--- src/rtl/alu_seq.sv ---
// Registered ALU with add/sub/logic ops, Z/N/C/V flags and a start/busy/done handshake.
// Define ALU_MUL_EN to build the multi-cycle shift-add multiplier for op 111; otherwise op 111 is a NOP.
module alu_seq #(
  parameter int WIDTH = 8
) (
  input  logic             clk,
  input  logic             rst_n,
  input  logic             start,
  input  logic [2:0]       op,
  input  logic [WIDTH-1:0] a,
  input  logic [WIDTH-1:0] b,
  input  logic             out_en,
  output logic [WIDTH-1:0] result,
  output logic [WIDTH-1:0] bus_out,
  output logic [3:0]       flags,
  output logic             busy,
  output logic             done
);

  localparam logic [2:0] OP_SUB = 3'b001;
  localparam logic [2:0] OP_ADC = 3'b010;
  localparam logic [2:0] OP_SBC = 3'b011;
  localparam logic [2:0] OP_MUL = 3'b111;

  typedef enum logic {S_IDLE, S_MUL} state_e;

  state_e           state_q, state_d;
  logic [WIDTH-1:0] result_q, result_d;
  logic [3:0]       flags_q, flags_d;
  logic             done_q, done_d;

  logic [WIDTH-1:0] addB, aluRes;
  logic             addCin;
  logic [WIDTH:0]   addSum;
  logic [3:0]       aluFlags;

`ifdef ALU_MUL_EN
  localparam int CW = $clog2(WIDTH) + 1;
  logic [2*WIDTH-1:0] mcand_q, mcand_d, acc_q, acc_d;
  logic [WIDTH-1:0]   mplier_q, mplier_d;
  logic [CW-1:0]      cnt_q, cnt_d;
`endif

  // Single-cycle datapath; SUB/SBC feed ~b so the carry-out means "no borrow".
  always_comb begin
    addB     = b;
    addCin   = 1'b0;
    aluRes   = '0;
    aluFlags = '0;
    case (op)
      OP_SUB:  begin addB = ~b; addCin = 1'b1; end
      OP_ADC:  addCin = flags_q[2];
      OP_SBC:  begin addB = ~b; addCin = flags_q[2]; end
      default: ;
    endcase
    addSum = {1'b0, a} + {1'b0, addB} + {{WIDTH{1'b0}}, addCin};
    if (op[2]) begin
      case (op[1:0])
        2'b00:   aluRes = a & b;
        2'b01:   aluRes = a | b;
        default: aluRes = a ^ b;
      endcase
      aluFlags = {2'b00, aluRes[WIDTH-1], aluRes == '0};
    end else begin
      aluRes   = addSum[WIDTH-1:0];
      aluFlags = {(a[WIDTH-1] == addB[WIDTH-1]) && (addSum[WIDTH-1] != a[WIDTH-1]),
                  addSum[WIDTH], addSum[WIDTH-1], addSum[WIDTH-1:0] == '0};
    end
  end

  always_comb begin
    state_d  = state_q;
    result_d = result_q;
    flags_d  = flags_q;
    done_d   = 1'b0;
`ifdef ALU_MUL_EN
    mcand_d  = mcand_q;
    mplier_d = mplier_q;
    acc_d    = acc_q;
    cnt_d    = cnt_q;
`endif
    case (state_q)
      S_IDLE: begin
        if (start) begin
          if (op == OP_MUL) begin
`ifdef ALU_MUL_EN
            mcand_d  = {{WIDTH{1'b0}}, a};
            mplier_d = b;
            acc_d    = '0;
            cnt_d    = '0;
            state_d  = S_MUL;
`else
            done_d   = 1'b1;
`endif
          end else begin
            result_d = aluRes;
            flags_d  = aluFlags;
            done_d   = 1'b1;
          end
        end
      end
      S_MUL: begin
`ifdef ALU_MUL_EN
        // The final step's partial sum is committed on the same edge it is formed.
        acc_d    = acc_q + (mplier_q[0] ? mcand_q : '0);
        mcand_d  = mcand_q << 1;
        mplier_d = mplier_q >> 1;
        cnt_d    = cnt_q + 1'b1;
        if (cnt_q == CW'(WIDTH - 1)) begin
          result_d = acc_d[WIDTH-1:0];
          flags_d  = {1'b0, |acc_d[2*WIDTH-1:WIDTH], acc_d[WIDTH-1], acc_d[WIDTH-1:0] == '0};
          done_d   = 1'b1;
          state_d  = S_IDLE;
        end
`else
        state_d = S_IDLE;
`endif
      end
    endcase
  end

  always_ff @(posedge clk or negedge rst_n) begin
    if (!rst_n) begin
      state_q  <= S_IDLE;
      result_q <= '0;
      flags_q  <= '0;
      done_q   <= 1'b0;
`ifdef ALU_MUL_EN
      mcand_q  <= '0;
      mplier_q <= '0;
      acc_q    <= '0;
      cnt_q    <= '0;
`endif
    end else begin
      state_q  <= state_d;
      result_q <= result_d;
      flags_q  <= flags_d;
      done_q   <= done_d;
`ifdef ALU_MUL_EN
      mcand_q  <= mcand_d;
      mplier_q <= mplier_d;
      acc_q    <= acc_d;
      cnt_q    <= cnt_d;
`endif
    end
  end

  assign result  = result_q;
  assign flags   = flags_q;
  assign done    = done_q;
  assign busy    = (state_q == S_MUL);
  assign bus_out = out_en ? result_q : '0;

endmodule
--- config.mk ---
export PLATFORM = sky130hd
export DESIGN_NAME = alu_seq
export DESIGN_NICKNAME = d
export VERILOG_FILES = /design/src/rtl/alu_seq.sv
export SDC_FILE = /design/constraint.sdc
export NUM_CORES = 1
export LEC_CHECK = 0
export CORE_MARGIN = 2
export CORE_UTILIZATION = 50
export CTS_BUF_LIST = sky130_fd_sc_hd__clkbuf_8
export DETAILED_ROUTE_END_ITERATION = 16
export PLACE_DENSITY = 0.91
export SLEW_MARGIN = 30
export SYNTH_ARGS = -nofsm -noshare
export SYNTH_HDL_FRONTEND = slang
export SYNTH_SLANG_ARGS = --single-unit
export TNS_END_PERCENT = 20
--- constraint.sdc ---
create_clock -name clk -period 5.9 [get_ports clk]
set_input_delay 1.18 -clock clk [delete_from_list [all_inputs] [get_ports clk]]
set_output_delay 1.18 -clock clk [all_outputs]
set_load 0.05 [all_outputs]
==> out/metrics.cfg, run 1 <==
[final_layout]
register_area_um2=300
syn2layout_area_growth_pct=32.5
layout.nets=277
drive_gt1_share_pct=3.52
diodes=0
fillers=221
stdcell_count=258
multi_input_area_um2=1050

[setup_path]
critPathKind=in -> reg
worst-path-buf-inv=3
arrival_ps=4900
cp.required_ps=6040
cp_max_fo=13
cpMaxStageDelayCell=clkdlybuf4s50_1
cp_common_cell=fa_1
max_stage_delay_ps=770
worstPathCellList=clkdlybuf4s50_1 > clkinv_1 > nand2_1 > xnor2_1 > fa_1 > inv_1 > fa_1 > nand2b_1 > a21oi_2 > nor2_1 > or4b_1 > o41ai_2
cpLargestDelayFamily=simple AND/OR/NAND/NOR gates
start_kind=input port
end_kind=flop

[clocking]
cts_buffers=3
holdBufCountCts=0
cts_sinks=12
clock-root-buffer=clkbuf_8
htreeDepth=1
ctsResizeCount=0
postCtsSetupRepairBufs=0
cts_tree=done
clk_latency_ps=240
clockBufferDepth=2
clk_pin_slew_worst_paths_ps=50

[floorplan]
io_pins=45
fp.coreArea_um2=2780
die_width_um=58.3
rows=19
start_util_pct=53.1
die_y_um=58.3
dieArea_um2=3400

[sta]
finalSetupViolCount=0
finalCriticalPeriod_ps=4760
worst_slew_pin_slew_ps=580
period_share_pct=80.6
fmax_ghz=0.210
clock-skew-final_ps=0.666
slew_viol_final=0
setup_ws_ps=1140
slew-limit-headroom_pct=61.2
hold_viol_final=0
finalSetupTns_ps=0
rsz0062_at_grt=false

[logic_synthesis]
synth-async-reset-ratio_pct=100
synthTopCellsByArea=dfrtp_1, ha_1, o21ai_0, xnor2_1, nand2_1
ys_seq_area_share_pct=20.3
synth_top_area_cell=dfrtp_1
synth_seq_cells=12
synth_edf_count=0
netlist_instances=188
synth_top_area_share_pct=20.3
synth_area_um2=1480
avgSynthCellArea_um2=7.85
syn_nets=236
synth_warnings=0
ys_types=39
synth_ff_type=dfrtp_1

[min_path]
hp-class=reg -> reg

[pwr]
ir_drop_v=0.000228
leakagePower_uw=0.000910
power_density_nw_per_um2=226

[grt]
grt_pass1_wl_um=5640
track_usage_pct=21.3
grt_pass1_vias=1348
grt_max_degree=20
antenna_found_initial=0
gr-total-overflow=0

[detailed_routing]
drt_wl_total_um=3230
viasPerCell=5.45
drtIter0Drc=25
ant_nets=0
drc=0
wl_per_cell_um=12.5
dr.pass1.iters=4
via_count=1407

[place]
gp_congestion=0.879
port_buffers=43
place_inst=255
dp_hpwl_um=2710
place_ws_ps=938

[flow_run]
max_cap_violations=0

[status]
status=finished clean

[worst min-delay path, cell delays in order, from the launching register on]
cell     delay, ps
dfrtp_1        340
nand2_1         50
o41ai_1         50
[logic make-up after synthesis]
| group | count (synthesis) | share of synthesized area [%] |
|---|---|---|
| compound gates | 44 | 19.2 |
| xor+xnor | 13 | 7.71 |
| fa+ha+maj | 25 | 22.2 |
| buf+inv | 31 | 8.47 |
| flops | 12 | 20.3 |
| mux | 6 | 4.07 |
| other cells | 1 | 0.254 |
| simple gates | 56 | 17.8 |
[sequential cells by signal, summed over array words and instances (netlist names)]
signal  flops
done        1
flags       4
result      7
[power breakdown]
group	total [µW]	switching [µW]	internal [µW]
registers	106	9.75	96.1
logic	265	165	99.7
clock network	71.8	27.0	44.7
total	442	202	240
[metrics by stage]
step	hold WS, ps	power (µW)	cell area, µm²	utilization (%)
3_3_place_gp	480	364	1910	68.8
4_1_cts	481	446	1960	70.3
5_1_grt	546	473	1960	70.3
2_1_floorplan	753	287	1480	-
6_report	482	442	1960	70.3
3_5_place_dp	468	372	1910	68.8
[Yosys cell counts, drive strengths merged, types with 2 or more instances]
| master | number |
|---|---|
| ha | 23 |
| buf | 3 |
| and2 | 9 |
| o41ai | 3 |
| clkbuf | 5 |
| fa | 2 |
| nor3 | 2 |
| nand3 | 3 |
| nand2 | 26 |
| o21ai | 22 |
| nor4 | 2 |
| dfrtp | 12 |
| a21oi | 8 |
| inv | 22 |
| xnor2 | 12 |
| mux2i | 6 |
| nor2 | 9 |
| o211ai | 2 |
[layer usage]
metal	GRT usage (%)	routed length [µm]	vias to the layer above
met5	0	0	-
met4	9.97	87	0
met3	2.86	146	11
met2	38.5	1650	48
met1	24.7	1350	641
li1	-	-	707
[cell usage in the layout (no fill, tap or decap), types with 2 or more instances in the layout]
cell	instances
clkdlybuf4s50_1	43
nand2_1	26
ha_1	23
inv_1	22
o21ai_0	21
xnor2_1	12
dfrtp_1	12
nor2_1	9
and2_1	9
mux2i_1	6
a21oi_1	6
nand3_1	3
clkbuf_8	3
o211ai_1	2
a21oi_2	2
o41ai_2	2
nor4_1	2
nor3_1	2
fa_1	2
[layout make-up]
| type | instances | area share [%] |
|---|---|---|
| Sequential cell | 12 | 15.4 |
| Timing Repair Buffer | 44 | 22.4 |
| Inverter | 23 | 4.41 |
| Clock buffer | 3 | 2.11 |
| Multi-Input combinational cell | 145 | 53.7 |
| Tap cell | 31 | 1.98 |
[path summary, 6_finish.rpt]
check                               from         to  slack, ps  cells past startpoint
worst max-delay path               op[2]   flags[0]       1140                     12
worst min-delay path            flags[3]   flags[3]        480                      2
worst max register to register  flags[2]   flags[0]       3230                     10
worst min register to register  flags[3]   flags[3]        480                      2
max in group asynchronous          rst_n       done       4270                      1
min in group asynchronous          rst_n  result[2]       1290                      1
No activity file was read; power rests on OpenSTA's default activity.
==> run 2, diff against run 1 <==
CORE_UTILIZATION = 44   (was 50)
PLACE_DENSITY = 0.85   (was 0.91)
clock period = 4 ns   (was 5.9 ns; I/O delays follow)
==> run 2 against run 1 <==
Compared with the run above: critical path type unchanged; total power rose by 54%; highest routed layer unchanged; sequential power rose by 46%; sequential cell count did not move.
==> out/metrics.cfg, run 2 (synthesis gave the netlist of run 1 again) <==
[floorplan]
dieArea_um2=3830  ; +13%
die_width_um=61.9  ; +6.1%
start_util_pct=45.0  ; -8.1 points
io_pins=45  ; unchanged
fp.coreArea_um2=3280  ; +18%
die_y_um=61.9  ; +6.1%
rows=21  ; +2

[clocking]
cts_tree=done
clock-root-buffer=clkbuf_8
ctsResizeCount=0  ; unchanged
cts_buffers=3  ; unchanged
cts_sinks=12  ; unchanged
postCtsSetupRepairBufs=0  ; unchanged
clk_pin_slew_worst_paths_ps=50  ; about the same
htreeDepth=1  ; unchanged
clockBufferDepth=2  ; unchanged
holdBufCountCts=0  ; unchanged
clk_latency_ps=240  ; about the same

[min_path]
hp-class=reg -> reg

[sta]
setup_ws_ps=541  ; -601 ps
fmax_ghz=0.289
worst_slew_pin_slew_ps=535  ; -44.8 ps
period_share_pct=86.5
rsz0062_at_grt=false
finalSetupTns_ps=0  ; unchanged
slew_viol_final=0  ; unchanged
slew-limit-headroom_pct=64.2  ; +3.0 points
hold_viol_final=0  ; unchanged
finalSetupViolCount=0  ; unchanged
finalCriticalPeriod_ps=3460
clock-skew-final_ps=3.45  ; +2.78 ps

[setup_path]
start_kind=input port
critPathKind=in -> reg
cp_max_fo=3  ; -10
end_kind=flop
arrival_ps=3600  ; -1300 ps
cp.required_ps=4140  ; -1900 ps

[detailed_routing]
dr.pass1.iters=6  ; +2
drtIter0Drc=50  ; +100%
ant_nets=0  ; unchanged
viasPerCell=5.08  ; -6.8%
drc=0  ; unchanged
via_count=1413  ; +0.43%
drt_wl_total_um=3410  ; +5.5%
wl_per_cell_um=12.3  ; -2.1%

[pwr]
ir_drop_v=0.000124  ; -46%
leakagePower_uw=0.000936  ; +2.9%
power_density_nw_per_um2=337  ; +49%

[grt]
grt_pass1_wl_um=5650  ; +0.12%
grt_pass1_vias=1376  ; +2.1%
antenna_found_initial=0  ; unchanged
gr-total-overflow=0  ; unchanged
grt_max_degree=20  ; unchanged
track_usage_pct=19.8  ; -1.5 points

[place]
gp_congestion=0.824  ; -6.3%
port_buffers=43  ; unchanged
dp_hpwl_um=2870  ; +6.0%
place_ws_ps=294  ; -644 ps

[final_layout]
diodes=0  ; unchanged
final_common_cell=clkdlybuf4s50_1
final_util_pct=61.4  ; -8.9 points
largest_register_ffs=7  ; unchanged
fillers=295  ; +33%
syn2layout_area_growth_pct=36.7
mostFrequentLayoutCells=clkdlybuf4s50_1, nand2_1, ha_1
drive_gt1_share_pct=5.60  ; +2.1 points
layout.nets=281  ; +1.4%

[flow_run]
max_cap_violations=0  ; unchanged

[status]
status=finished clean

## run 2: cell count changes in the layout (fill, tap and decap cells not counted), sizes merged
cell    previous run  this run
buf                1         5
clkbuf             3         4
## run 2: worst max-delay path: stages
cell             delay, ps
clkdlybuf4s50_1        530
nand2_1                110
xnor2_1                210
fa_1                   250
inv_1                   60
fa_1                   390
nand2b_1               180
a21oi_2                170
nor2_1                  80
or4b_1                 480
o41ai_2                330
## run 2: final timing paths
path / startpoint / to / slack (ps) / cells after the start
min: flags[3] / flags[3] / 490 / 2
max reg2reg: flags[2] / flags[0] / 1340 / 10
min reg2reg: flags[3] / flags[3] / 490 / 2
max in group asynchronous: rst_n / result[1] / 2750 / 1
max: op[0] / flags[0] / 540 / 11
min in group asynchronous: rst_n / flags[2] / 900 / 1
## run 2: report_power, final
group | total (µW) | switching (µW) | internal, µW
Sequential | 155 | 13.7 | 142
Clock | 130 | 43.3 | 86.8
Combinational | 394 | 245 | 150
Total | 680 | 302 | 378
## run 2: layer usage
layer	global-route usage [%]	vias up	part of all wire, %
li1	-	718	-
met1	21.1	627	41
met2	38.6	57	51
met3	1.66	11	5.2
met4	9.12	0	3.4
met5	0	-	0
## run 2: through the flow
stage,cells,hold slack [ps],area (µm²),total power [µW]
global placement,274,478,1960,540
global route,278,525,2020,720
finish,278,490,2020,680
floorplan,188,504,1480,423
CTS,278,495,2020,682
detailed placement,274,480,1960,550
## run 2: cell type report
cell class	count	area, µm²	share of cell area (%)
clock buffers	4	55.1	2.73
inverters	23	86.3	4.28
multi-input cells	145	1050	52.1
flip-flops and latches	12	300	14.9
well taps	46	57.6	2.85
repair buffers	48	468	23.2
==> run 3, diff against run 2 <==
CAP_MARGIN = 20   (was not set)
PLACE_DENSITY = 0.79   (was 0.85)
==> run 3 against run 2 <==
Compared with the run above: sequential share of layout area about the same; sequential power about the same; critical endpoint unchanged; sequential cell count unchanged; die area unchanged.
==> out/metrics.cfg, run 3 (synthesis gave the netlist of run 1 again) <==
[clocking]
cts_tree=done
postCtsSetupRepairBufs=0  ; unchanged
ctsResizeCount=0  ; unchanged
cts_sinks=12  ; unchanged
cts_buffers=3  ; unchanged
holdBufCountCts=0  ; unchanged
htreeDepth=1  ; unchanged
clock-root-buffer=clkbuf_8
clk_latency_ps=230  ; about the same
clockBufferDepth=2  ; unchanged
clk_pin_slew_worst_paths_ps=50  ; about the same

[pwr]
clockPowerShare_pct=16.0  ; -3.1 points
power_frac_seq_pct=23.8  ; +1.0 points
p_sw_share_pct=45.2  ; +0.80 points
power_frac_comb_pct=60.2  ; +2.2 points
power_density_nw_per_um2=325  ; -3.6%
p_switching_uw=295  ; -2.2%
ir_drop_v=0.0000989  ; -20%
leakagePower_uw=0.000933  ; -0.26%
p_int_uw=358  ; -5.3%
finalPower_uw=653  ; -3.9%

[sta]
period_share_pct=89.5  ; +3.1 points
fmax_ghz=0.279  ; -3.4%
worst_slew_pin_slew_ps=517  ; -18.2 ps
slew_viol_final=0  ; unchanged
finalSetupViolCount=0  ; unchanged
slew-limit-headroom_pct=65.4  ; +1.2 points
finalSetupTns_ps=0  ; unchanged
hold_viol_final=0  ; unchanged
finalCriticalPeriod_ps=3580  ; +122 ps
clock-skew-final_ps=0.855  ; -2.59 ps
rsz0062_at_grt=false

[floorplan]
io_pins=45  ; unchanged
dieArea_um2=3830  ; unchanged
start_util_pct=45.0  ; unchanged
fp.coreArea_um2=3280  ; unchanged
rows=21  ; unchanged
die_width_um=61.9  ; unchanged
die_y_um=61.9  ; unchanged

[place]
gp_congestion=0.842  ; +2.3%
port_buffers=43  ; unchanged
dp_hpwl_um=2770  ; -3.4%

[flow_run]
max_cap_violations=0  ; unchanged

[final_layout]
syn2layout_area_growth_pct=36.3
drive_gt1_share_pct=5.60  ; unchanged
largest_register_ffs=7  ; unchanged
fillers=297  ; +0.68%
final_common_cell=clkdlybuf4s50_1
layout.nets=282  ; +0.36%
register_area_um2=300  ; unchanged
mostFrequentLayoutCells=clkdlybuf4s50_1, nand2_1, ha_1
multi_input_area_um2=1050  ; unchanged
final_util_pct=61.3  ; -0.19 points
diodes=0  ; unchanged

[detailed_routing]
viasPerCell=5.08  ; about the same
drtIter0Drc=55  ; +10%
drt_wl_total_um=3160  ; -7.2%
wl_per_cell_um=11.4  ; -7.2%
drc=0  ; unchanged
via_count=1412  ; -0.071%
dr.pass1.iters=4  ; -2
ant_nets=0  ; unchanged

[setup_path]
critPathKind=in -> reg
arrival_ps=3710  ; +110 ps
cp.required_ps=4130  ; about the same
end_kind=flop
start_kind=input port
cp_max_fo=8  ; +5

[grt]
antenna_found_initial=0  ; unchanged
grt_pass1_wl_um=5240  ; -7.3%
grt_pass1_vias=1211  ; -12%
gr-total-overflow=0  ; unchanged
track_usage_pct=18.3  ; -1.5 points
grt_max_degree=19  ; -5.0%

[min_path]
hp-class=reg -> reg

[status]
status=finished clean

==> run 3: changes by cell type in the layout (fill, tap and decap cells not counted) <==
cell | before | now
buf_4 | 5 | 6
clkbuf_8 | 4 | 3
==> run 3: stage by stage <==
| stage | setup WS, ps | instance area [µm²] | hold WS [ps] | std cells |
|---|---|---|---|---|
| floorplan | 322 | 1480 | 504 | 188 |
| global placement | 283 | 1970 | 479 | 275 |
| detailed placement | 184 | 1970 | 467 | 275 |
| CTS | 418 | 2010 | 479 | 278 |
| global route | 257 | 2010 | 514 | 278 |
| finish | 419 | 2010 | 473 | 278 |
==> run 3: worst paths after layout <==
kind / end / cells past startpoint / slack [ps] / start
setup / recovery: flags[0] / 11 / 420 / op[0]
hold / removal: flags[3] / 2 / 470 / flags[3]
setup reg to reg: flags[0] / 10 / 1360 / flags[2]
hold reg to reg: flags[3] / 2 / 470 / flags[3]
max in group asynchronous: result[5] / 1 / 2750 / rst_n
min in group asynchronous: result[4] / 1 / 910 / rst_n
==> run 3: routing by layer <==
layer  global-route usage, %  vias up  wire length, µm
li1                        -      723                -
met1                    21.9      640             1410
met2                    34.0       45             1570
met3                    2.28        4              153
met4                    5.47        0               25
met5                       0        -                0
==> run 3: critical path, stage by stage <==
cell and delay (ps):
clkdlybuf4s50_1 620, nand2_1 140, xnor2_1 200, fa_1 250, inv_1 60, fa_1 400
nand2b_1 190, a21oi_2 170, nor2_1 80, or4b_1 480, o41ai_2 310
==> run 3: layout make-up <==
class,count,area share (%)
Clock buffer,3,2.05
Inverter,23,4.29
Multi-Input combinational cell,145,52.2
Sequential cell,12,14.9
Tap cell,46,2.86
Timing Repair Buffer,49,23.6
==> run 3: power groups by stage <==
stage | Sequential [µW] | Clock (µW) | Combinational (µW)
floorplan | 227 | 0 | 196
global placement | 157 | 0 | 388
detailed placement | 158 | 0 | 394
CTS | 156 | 106 | 395
global route | 159 | 111 | 426
finish | 155 | 105 | 393
